**src/rtl/pq_request_arbiter_if.sv**
```systemverilog
// Bundle of the requester-side and queue-side signals of the priority-queue arbiter.
// The arbiter uses the slave view; the clients and the queue drive through the master view.
interface pq_request_arbiter_if #(
   parameter int NUM_REQ    = 4,
   parameter int DATA_WIDTH = 16
);
   logic [NUM_REQ-1:0]            i_req_valid;
   logic [2*NUM_REQ-1:0]          i_req_op;
   logic [DATA_WIDTH*NUM_REQ-1:0] i_req_data;
   logic [NUM_REQ-1:0]            o_req_ready;
   logic [NUM_REQ-1:0]            o_rsp_valid;
   logic [DATA_WIDTH-1:0]         o_rsp_data;
   logic                          o_rsp_err;
   logic                          o_busy;
   logic                          o_q_wrt;
   logic                          o_q_read;
   logic [DATA_WIDTH-1:0]         o_q_data;
   logic                          i_q_full;
   logic                          i_q_empty;
   logic [DATA_WIDTH-1:0]         i_q_data;

   modport slave (
      input  i_req_valid, i_req_op, i_req_data, i_q_full, i_q_empty, i_q_data,
      output o_req_ready, o_rsp_valid, o_rsp_data, o_rsp_err, o_busy,
             o_q_wrt, o_q_read, o_q_data
   );

   modport master (
      output i_req_valid, i_req_op, i_req_data, i_q_full, i_q_empty, i_q_data,
      input  o_req_ready, o_rsp_valid, o_rsp_data, o_rsp_err, o_busy,
             o_q_wrt, o_q_read, o_q_data
   );
endinterface

```
**src/rtl/pq_request_arbiter.sv**
```systemverilog
// Round-robin arbiter sharing one priority queue among NUM_REQ clients.
// Each accepted op is turned into a single-cycle queue pulse, the queue is given
// SETTLE_CYCLES to update, then a one-cycle response goes back to the owner.
module pq_request_arbiter #(
   parameter int NUM_REQ       = 4,
   parameter int DATA_WIDTH    = 16,
   parameter int SETTLE_CYCLES = 2
) (
   input  logic               CLK,
   input  logic               RSTn,
   pq_request_arbiter_if.slave bus
);
   localparam int ID_W  = (NUM_REQ > 1) ? $clog2(NUM_REQ) : 1;
   localparam int CNT_W = $clog2(SETTLE_CYCLES + 1);

   localparam logic [1:0] OP_ENQ     = 2'b00;
   localparam logic [1:0] OP_DEQ     = 2'b01;
   localparam logic [1:0] OP_REPLACE = 2'b10;
   localparam logic [1:0] OP_PEEK    = 2'b11;

   typedef enum logic [1:0] {
      ST_IDLE   = 2'b00,
      ST_ISSUE  = 2'b01,
      ST_SETTLE = 2'b10,
      ST_RESP   = 2'b11
   } state_t;

   state_t                state_r;
   state_t                next_state_s;
   logic [ID_W-1:0]       ptr_r;
   logic [CNT_W-1:0]      cnt_r;
   logic [ID_W-1:0]       id_r;
   logic [1:0]            op_r;
   logic [DATA_WIDTH-1:0] key_r;
   logic                  full_r;
   logic                  empty_r;
   logic [DATA_WIDTH-1:0] top_r;

   logic [NUM_REQ-1:0]    grant_s;
   logic [ID_W-1:0]       grant_id_s;
   logic                  grant_hit_s;
   logic                  accept_s;
   logic [1:0]            sel_op_s;
   logic [DATA_WIDTH-1:0] sel_key_s;

   logic [NUM_REQ-1:0]    ready_s;
   logic [NUM_REQ-1:0]    rsp_valid_s;
   logic [DATA_WIDTH-1:0] rsp_data_s;
   logic                  rsp_err_s;
   logic                  q_wrt_s;
   logic                  q_read_s;
   logic [DATA_WIDTH-1:0] q_data_s;

   // Requester index base+step, wrapped into 0..NUM_REQ-1.
   function automatic logic [ID_W-1:0] wrap_add(input logic [ID_W-1:0] base, input int step);
      int sum;
      sum = int'(base) + step;
      if (sum >= NUM_REQ) begin
         sum = sum - NUM_REQ;
      end else begin
         sum = sum;
      end
      return ID_W'(sum);
   endfunction

   // Round-robin scan from the pointer upward; first valid requester wins.
   always_comb begin
      grant_s     = '0;
      grant_id_s  = '0;
      grant_hit_s = 1'b0;
      sel_op_s    = 2'b00;
      sel_key_s   = '0;
      for (int k = 0; k < NUM_REQ; k++) begin
         logic [ID_W-1:0] idx;
         logic            take;
         idx         = wrap_add(ptr_r, k);
         take        = !grant_hit_s && bus.i_req_valid[idx];
         grant_s     = take ? (grant_s | (NUM_REQ'(1) << idx)) : grant_s;
         grant_id_s  = take ? idx : grant_id_s;
         grant_hit_s = grant_hit_s | take;
      end
      for (int k = 0; k < NUM_REQ; k++) begin
         sel_op_s  = (grant_id_s == ID_W'(k)) ? bus.i_req_op[2*k +: 2] : sel_op_s;
         sel_key_s = (grant_id_s == ID_W'(k)) ? bus.i_req_data[DATA_WIDTH*k +: DATA_WIDTH] : sel_key_s;
      end
   end

   // A grant is only offered in IDLE and never while reset is asserted.
   assign accept_s = (state_r == ST_IDLE) && RSTn && grant_hit_s;

   // Next-state and output decode from the state and the latched request.
   always_comb begin
      next_state_s = state_r;
      ready_s      = '0;
      rsp_valid_s  = '0;
      rsp_data_s   = '0;
      rsp_err_s    = 1'b0;
      q_wrt_s      = 1'b0;
      q_read_s     = 1'b0;
      q_data_s     = '0;
      case (state_r)
         ST_IDLE: begin
            ready_s      = (RSTn == 1'b1) ? grant_s : '0;
            next_state_s = accept_s ? ST_ISSUE : ST_IDLE;
         end
         ST_ISSUE: begin
            case (op_r)
               OP_ENQ:     q_wrt_s = !full_r;
               OP_DEQ:     q_read_s = !empty_r;
               OP_REPLACE: begin
                  // On an empty queue a replace degenerates to a plain insert.
                  q_wrt_s  = 1'b1;
                  q_read_s = !empty_r;
               end
               OP_PEEK:    q_wrt_s = 1'b0;
               default:    q_wrt_s = 1'b0;
            endcase
            q_data_s     = q_wrt_s ? key_r : '0;
            next_state_s = ST_SETTLE;
         end
         ST_SETTLE: begin
            next_state_s = (cnt_r <= CNT_W'(1)) ? ST_RESP : ST_SETTLE;
         end
         ST_RESP: begin
            rsp_valid_s[id_r] = 1'b1;
            case (op_r)
               OP_ENQ: begin
                  rsp_err_s  = full_r;
                  rsp_data_s = bus.i_q_data;
               end
               OP_DEQ: begin
                  rsp_err_s  = empty_r;
                  rsp_data_s = empty_r ? '0 : top_r;
               end
               OP_REPLACE: begin
                  rsp_err_s  = 1'b0;
                  rsp_data_s = empty_r ? bus.i_q_data : top_r;
               end
               OP_PEEK: begin
                  rsp_err_s  = empty_r;
                  rsp_data_s = empty_r ? '0 : top_r;
               end
               default: begin
                  rsp_err_s  = 1'b0;
                  rsp_data_s = '0;
               end
            endcase
            next_state_s = ST_IDLE;
         end
         default: next_state_s = ST_IDLE;
      endcase
   end

   // State register, round-robin pointer, settle counter and request capture.
   always_ff @(posedge CLK) begin
      if (!RSTn) begin
         state_r <= ST_IDLE;
         ptr_r   <= '0;
         cnt_r   <= '0;
         id_r    <= '0;
         op_r    <= 2'b00;
         key_r   <= '0;
         full_r  <= 1'b0;
         empty_r <= 1'b0;
         top_r   <= '0;
      end else begin
         state_r <= next_state_s;
         case (state_r)
            ST_IDLE: begin
               if (accept_s) begin
                  id_r    <= grant_id_s;
                  op_r    <= sel_op_s;
                  key_r   <= sel_key_s;
                  full_r  <= bus.i_q_full;
                  empty_r <= bus.i_q_empty;
                  top_r   <= bus.i_q_data;
                  ptr_r   <= wrap_add(grant_id_s, 1);
               end
            end
            ST_ISSUE:  cnt_r <= CNT_W'(SETTLE_CYCLES);
            ST_SETTLE: cnt_r <= cnt_r - CNT_W'(1);
            default:   cnt_r <= cnt_r;
         endcase
      end
   end

   assign bus.o_req_ready = ready_s;
   assign bus.o_rsp_valid = rsp_valid_s;
   assign bus.o_rsp_data  = rsp_data_s;
   assign bus.o_rsp_err   = rsp_err_s;
   assign bus.o_busy      = (state_r != ST_IDLE);
   assign bus.o_q_wrt     = q_wrt_s;
   assign bus.o_q_read    = q_read_s;
   assign bus.o_q_data    = q_data_s;
endmodule

```
**src/flat_wrapper.sv**
```systemverilog
// flat-port wrapper written by rule: the top's interface ports become plain ports
module pq_request_arbiter_flat 
#(
   parameter int NUM_REQ       = 4,
   parameter int DATA_WIDTH    = 16,
   parameter int SETTLE_CYCLES = 2
)
  (CLK, RSTn, bus_i_req_valid, bus_i_req_op, bus_i_req_data, bus_i_q_full, bus_i_q_empty, bus_i_q_data, bus_o_req_ready, bus_o_rsp_valid, bus_o_rsp_data, bus_o_rsp_err, bus_o_busy, bus_o_q_wrt, bus_o_q_read, bus_o_q_data);
  pq_request_arbiter_if #(.NUM_REQ(NUM_REQ), .DATA_WIDTH(DATA_WIDTH)) bus_i ();
  input  logic CLK;
  input  logic RSTn;
  input wire logic [$bits(bus_i.i_req_valid)-1:0] bus_i_req_valid;
  input wire logic [$bits(bus_i.i_req_op)-1:0] bus_i_req_op;
  input wire logic [$bits(bus_i.i_req_data)-1:0] bus_i_req_data;
  input wire logic [$bits(bus_i.i_q_full)-1:0] bus_i_q_full;
  input wire logic [$bits(bus_i.i_q_empty)-1:0] bus_i_q_empty;
  input wire logic [$bits(bus_i.i_q_data)-1:0] bus_i_q_data;
  output wire logic [$bits(bus_i.o_req_ready)-1:0] bus_o_req_ready;
  output wire logic [$bits(bus_i.o_rsp_valid)-1:0] bus_o_rsp_valid;
  output wire logic [$bits(bus_i.o_rsp_data)-1:0] bus_o_rsp_data;
  output wire logic [$bits(bus_i.o_rsp_err)-1:0] bus_o_rsp_err;
  output wire logic [$bits(bus_i.o_busy)-1:0] bus_o_busy;
  output wire logic [$bits(bus_i.o_q_wrt)-1:0] bus_o_q_wrt;
  output wire logic [$bits(bus_i.o_q_read)-1:0] bus_o_q_read;
  output wire logic [$bits(bus_i.o_q_data)-1:0] bus_o_q_data;
  assign bus_i.i_req_valid = bus_i_req_valid;
  assign bus_i.i_req_op = bus_i_req_op;
  assign bus_i.i_req_data = bus_i_req_data;
  assign bus_i.i_q_full = bus_i_q_full;
  assign bus_i.i_q_empty = bus_i_q_empty;
  assign bus_i.i_q_data = bus_i_q_data;
  assign bus_o_req_ready = bus_i.o_req_ready;
  assign bus_o_rsp_valid = bus_i.o_rsp_valid;
  assign bus_o_rsp_data = bus_i.o_rsp_data;
  assign bus_o_rsp_err = bus_i.o_rsp_err;
  assign bus_o_busy = bus_i.o_busy;
  assign bus_o_q_wrt = bus_i.o_q_wrt;
  assign bus_o_q_read = bus_i.o_q_read;
  assign bus_o_q_data = bus_i.o_q_data;
  pq_request_arbiter #(.NUM_REQ(NUM_REQ), .DATA_WIDTH(DATA_WIDTH), .SETTLE_CYCLES(SETTLE_CYCLES)) u_core (.CLK(CLK), .RSTn(RSTn), .bus(bus_i));
endmodule
```
**config.mk**
```make
export PLATFORM = sky130hd
export DESIGN_NAME = pq_request_arbiter_flat
export DESIGN_NICKNAME = d
export VERILOG_FILES = /design/src/rtl/pq_request_arbiter_if.sv /design/src/rtl/pq_request_arbiter.sv /design/src/flat_wrapper.sv
export SDC_FILE = /design/constraint.sdc
export NUM_CORES = 1
export LEC_CHECK = 0
export CAP_MARGIN = 20
export CORE_ASPECT_RATIO = 0.5
export CORE_MARGIN = 2
export CORE_UTILIZATION = 48
export CTS_BUF_LIST = sky130_fd_sc_hd__clkbuf_2 sky130_fd_sc_hd__clkbuf_4 sky130_fd_sc_hd__clkbuf_8
export DETAILED_ROUTE_END_ITERATION = 16
export PLACE_DENSITY = 0.88
export SETUP_SLACK_MARGIN = 0.1
export SLEW_MARGIN = 15
export SYNTH_ARGS = -nofsm -noshare
export SYNTH_HDL_FRONTEND = slang
export SYNTH_SLANG_ARGS = --single-unit
export TNS_END_PERCENT = 10
```
**constraint.sdc**
```tcl
create_clock -name CLK -period 6.2 [get_ports CLK]
set_input_delay 0.93 -clock CLK [delete_from_list [all_inputs] [get_ports CLK]]
set_output_delay 0.93 -clock CLK [all_outputs]
set_load 0.02 [all_outputs]
```
==> flow_metrics.env <==
export IMPL_ys_ff_latch=44
export IMPL_synth_edf_count=0
export IMPL_drt_vias_per_instance=5.39
export IMPL_drive_gt1_share_pct=4.23
export IMPL_dr_wl_met3_um=696
export IMPL_grt_max_degree=59
export IMPL_async_reset_ff_share_pct=0
export IMPL_tightest_slew_ns=1.05
export IMPL_yosys_warnings=0
export IMPL_cts_root_buf="clkbuf_8"
export IMPL_final_cell_mix="clkdlybuf4s50_1 (138), nand2_1 (117), dfxtp_1 (44)"
export IMPL_synth_top_area_share_pct=26.9
export IMPL_cts_buffer_depth=2
export IMPL_grt_overflow=0
export IMPL_critical_path_startpoint="u_core.ptr_r[0]"
export IMPL_setup_tns_ns=0
export IMPL_synth_top_area_cell="dfxtp_1"
export IMPL_dieArea_um2=7540
export IMPL_rsz0062_at_grt="no"
export IMPL_fin_nets=660
export IMPL_ys_seq_area_share_pct=26.9
export IMPL_min_from="u_core.top_r[1]"
export IMPL_drtAntennaViolNets=0
export IMPL_cts_num_sinks=44
export IMPL_pre_cts_ws_ns=1.50
export IMPL_postSynthCellCount=428
export IMPL_cp_end_kind="output pin"
export IMPL_wirelength_um=8860
export IMPL_via_count=3427
export IMPL_swShare_pct=44.0
export IMPL_hp_class="register to register"
export IMPL_r2r_slack_ns=1.81
export IMPL_design_core_area_um2=6650
export IMPL_ir_drop_mv=0.204
export IMPL_gp_congestion=0.838
export IMPL_fin_area_um2=4790
export IMPL_clk_latency_ns=0.31
export IMPL_grt_pass1_vias=3040
export IMPL_timing_rr_end="u_core.key_r[12]"
export IMPL_met2_wirelength_um=4230
export IMPL_synth_distinct_cells=37
export IMPL_wl_met1_um=3740
export IMPL_syn_avg_cell_area_um2=7.65
export IMPL_yosys_most_used_dff="dfxtp_1"
export IMPL_final_cells=636
export IMPL_fp_row_count=21
export IMPL_crit_required_ns=5.27
export IMPL_mappedNetlistArea_um2=3270
export IMPL_drtIter0Drc=227
export IMPL_status="complete, no violations"
export IMPL_max_cap_violations=0
export IMPL_grt_util_all_layers_pct=22.9
export IMPL_slew_headroom_pct=30.0
export IMPL_port_buffers=139
export IMPL_ys_top_cells_by_area="dfxtp_1 (27%), nand2_1 (13%), ha_1 (8.0%), mux2i_1 (7.3%), nor2b_1 (7.1%)"
export IMPL_crit_fanout=19
export IMPL_maxSlewViolCount=0
export IMPL_worstSetupStartpointType="register"
export IMPL_mostFrequentLayoutCell="clkdlybuf4s50_1"
export IMPL_clkSlewWorstSetupHoldPaths_ns=0.09
export IMPL_drc=0
export IMPL_clkPwrFrac_pct=12.0
export IMPL_combinationalPowerShare_pct=64.5
export IMPL_start_util_pct=49.2
export IMPL_post_cts_setup_buffers=0
export IMPL_skew_ns=0.00637
export IMPL_hold_viol=0
export IMPL_grt_pass1_wl_um=14100
export IMPL_leakagePower_nw=1.81
export IMPL_dpl_cell_area_um2=4650
export IMPL_dpl_cell_count=627
export IMPL_synth_nets=545
export IMPL_dieWidth_um=121
export IMPL_die_height_um=62.4
export IMPL_wl_per_cell_um=13.9
export IMPL_critical_path_endpoint="bus_o_req_ready[1]"
export IMPL_period_minus_slack_ns=4.74
export IMPL_cts_htree_levels=2
export IMPL_crit_type="register to output pin"
export IMPL_worstPathArrival_ns=3.81
export IMPL_dpl_hpwl_um=6280
export IMPL_cts_tree="yes"
export IMPL_worst_slack_ns=1.46
export IMPL_cts_hold_buf=0
export IMPL_setup_viol=0
export IMPL_cts_buffers=5
export IMPL_internal_power_mw=1.09
export IMPL_period_share_pct=76.5
export IMPL_cts_repair_resized=0
export IMPL_reg2reg_from="u_core.ptr_r[0]"
export IMPL_power_density_nw_per_um2=405
export IMPL_power_frac_seq_pct=23.6
export IMPL_dr_pass1_iters=4
export IMPL_top_level_ports=140
export IMPL_fmax_mhz=211
export IMPL_area_delta_synth_final_pct=46.4
export IMPL_diodes=0
export IMPL_fin_hold_ws_ns=0.454
export IMPL_switchingPower_mw=0.853
export IMPL_dr_max_layer_used="met4"
export IMPL_antenna_found_initial=0
export IMPL_reg2reg_depth=11
[metrics by stage]
stage,utilization [%],total power [mW]
5_1_grt,72.1,2.10
3_3_place_gp,69.9,1.66
3_5_place_dp,69.9,1.69
6_report,72.1,1.94
4_1_cts,71.7,1.93
2_1_floorplan,-,1.38
[synthesized netlist by cell type, drive strengths merged, types with 2 or more instances]
cell type and count:
clkbuf 28, nand2 117, mux2i 24, and2 20
ha 21, o31a 19, buf 6, inv 11
mux4 4, a21oi 17, nor2b 37, mux2 2
nor2 6, a221oi 24, o2bb2ai 4, o21ai 26
dfxtp 44, o31ai 2
[critical path: stages, from the launching register on]
cell             delay (ns)
dfxtp_1                0.79
inv_1                  0.26
ha_1                   0.45
mux4_2                 0.62
nor2b_1                0.39
a221oi_1               0.15
o2bb2ai_1              0.20
clkdlybuf4s50_1        0.63
[area by class of cell]
class | instances | area (µm²)
clock buffer | 5 | 68.8
clock inverter | 3 | 47.5
fill | 533 | 1860
inverter | 11 | 41.3
multi-input combinational | 339 | 2220
sequential | 44 | 881
tap | 92 | 115
timing repair buffer | 142 | 1420
[power by group through the flow]
| stage | Sequential [mW] | Combinational, mW | Clock, mW |
|---|---|---|---|
| after floorplan | 0.432 | 0.946 | 0 |
| after global placement | 0.458 | 1.20 | 0 |
| after detailed placement | 0.461 | 1.23 | 0 |
| after CTS | 0.455 | 1.24 | 0.236 |
| after global routing | 0.472 | 1.38 | 0.251 |
| final | 0.457 | 1.25 | 0.232 |
[worst min path at each step]
stage | to | cells after the start
2_1_floorplan | u_core.top_r[0] | 2
3_3_place_gp | u_core.top_r[12] | 2
3_5_place_dp | u_core.top_r[12] | 2
4_1_cts | u_core.top_r[12] | 2
5_1_grt | u_core.top_r[10] | 2
6_report | u_core.top_r[1] | 2
[routing by layer]
layer	track usage [%]	up-vias
met3	7.12	15
met4	8.58	0
met1	27.7	1578
met2	38.5	125
met5	0	-
li1	-	1709
[sequential cells by signal (all words and copies together), names as in the netlist]
name,cells
u_core.cnt_r,2
u_core.ptr_r,2
u_core.state_r,2
u_core.empty_r,1
u_core.op_r,2
u_core.top_r,16
u_core.id_r,2
u_core.key_r,16
u_core.full_r,1
[cells by family after synthesis]
kind of cell | synth area share [%]
buffers and inverters | 5.77
multiplexers | 10.8
flip-flops | 26.9
AND/OR/NAND/NOR | 26.6
AO/OA/AOI/OAI | 21.9
adder cells (fa/ha/maj) | 8.03
Note: power is estimated with default switching activity, not from simulation.
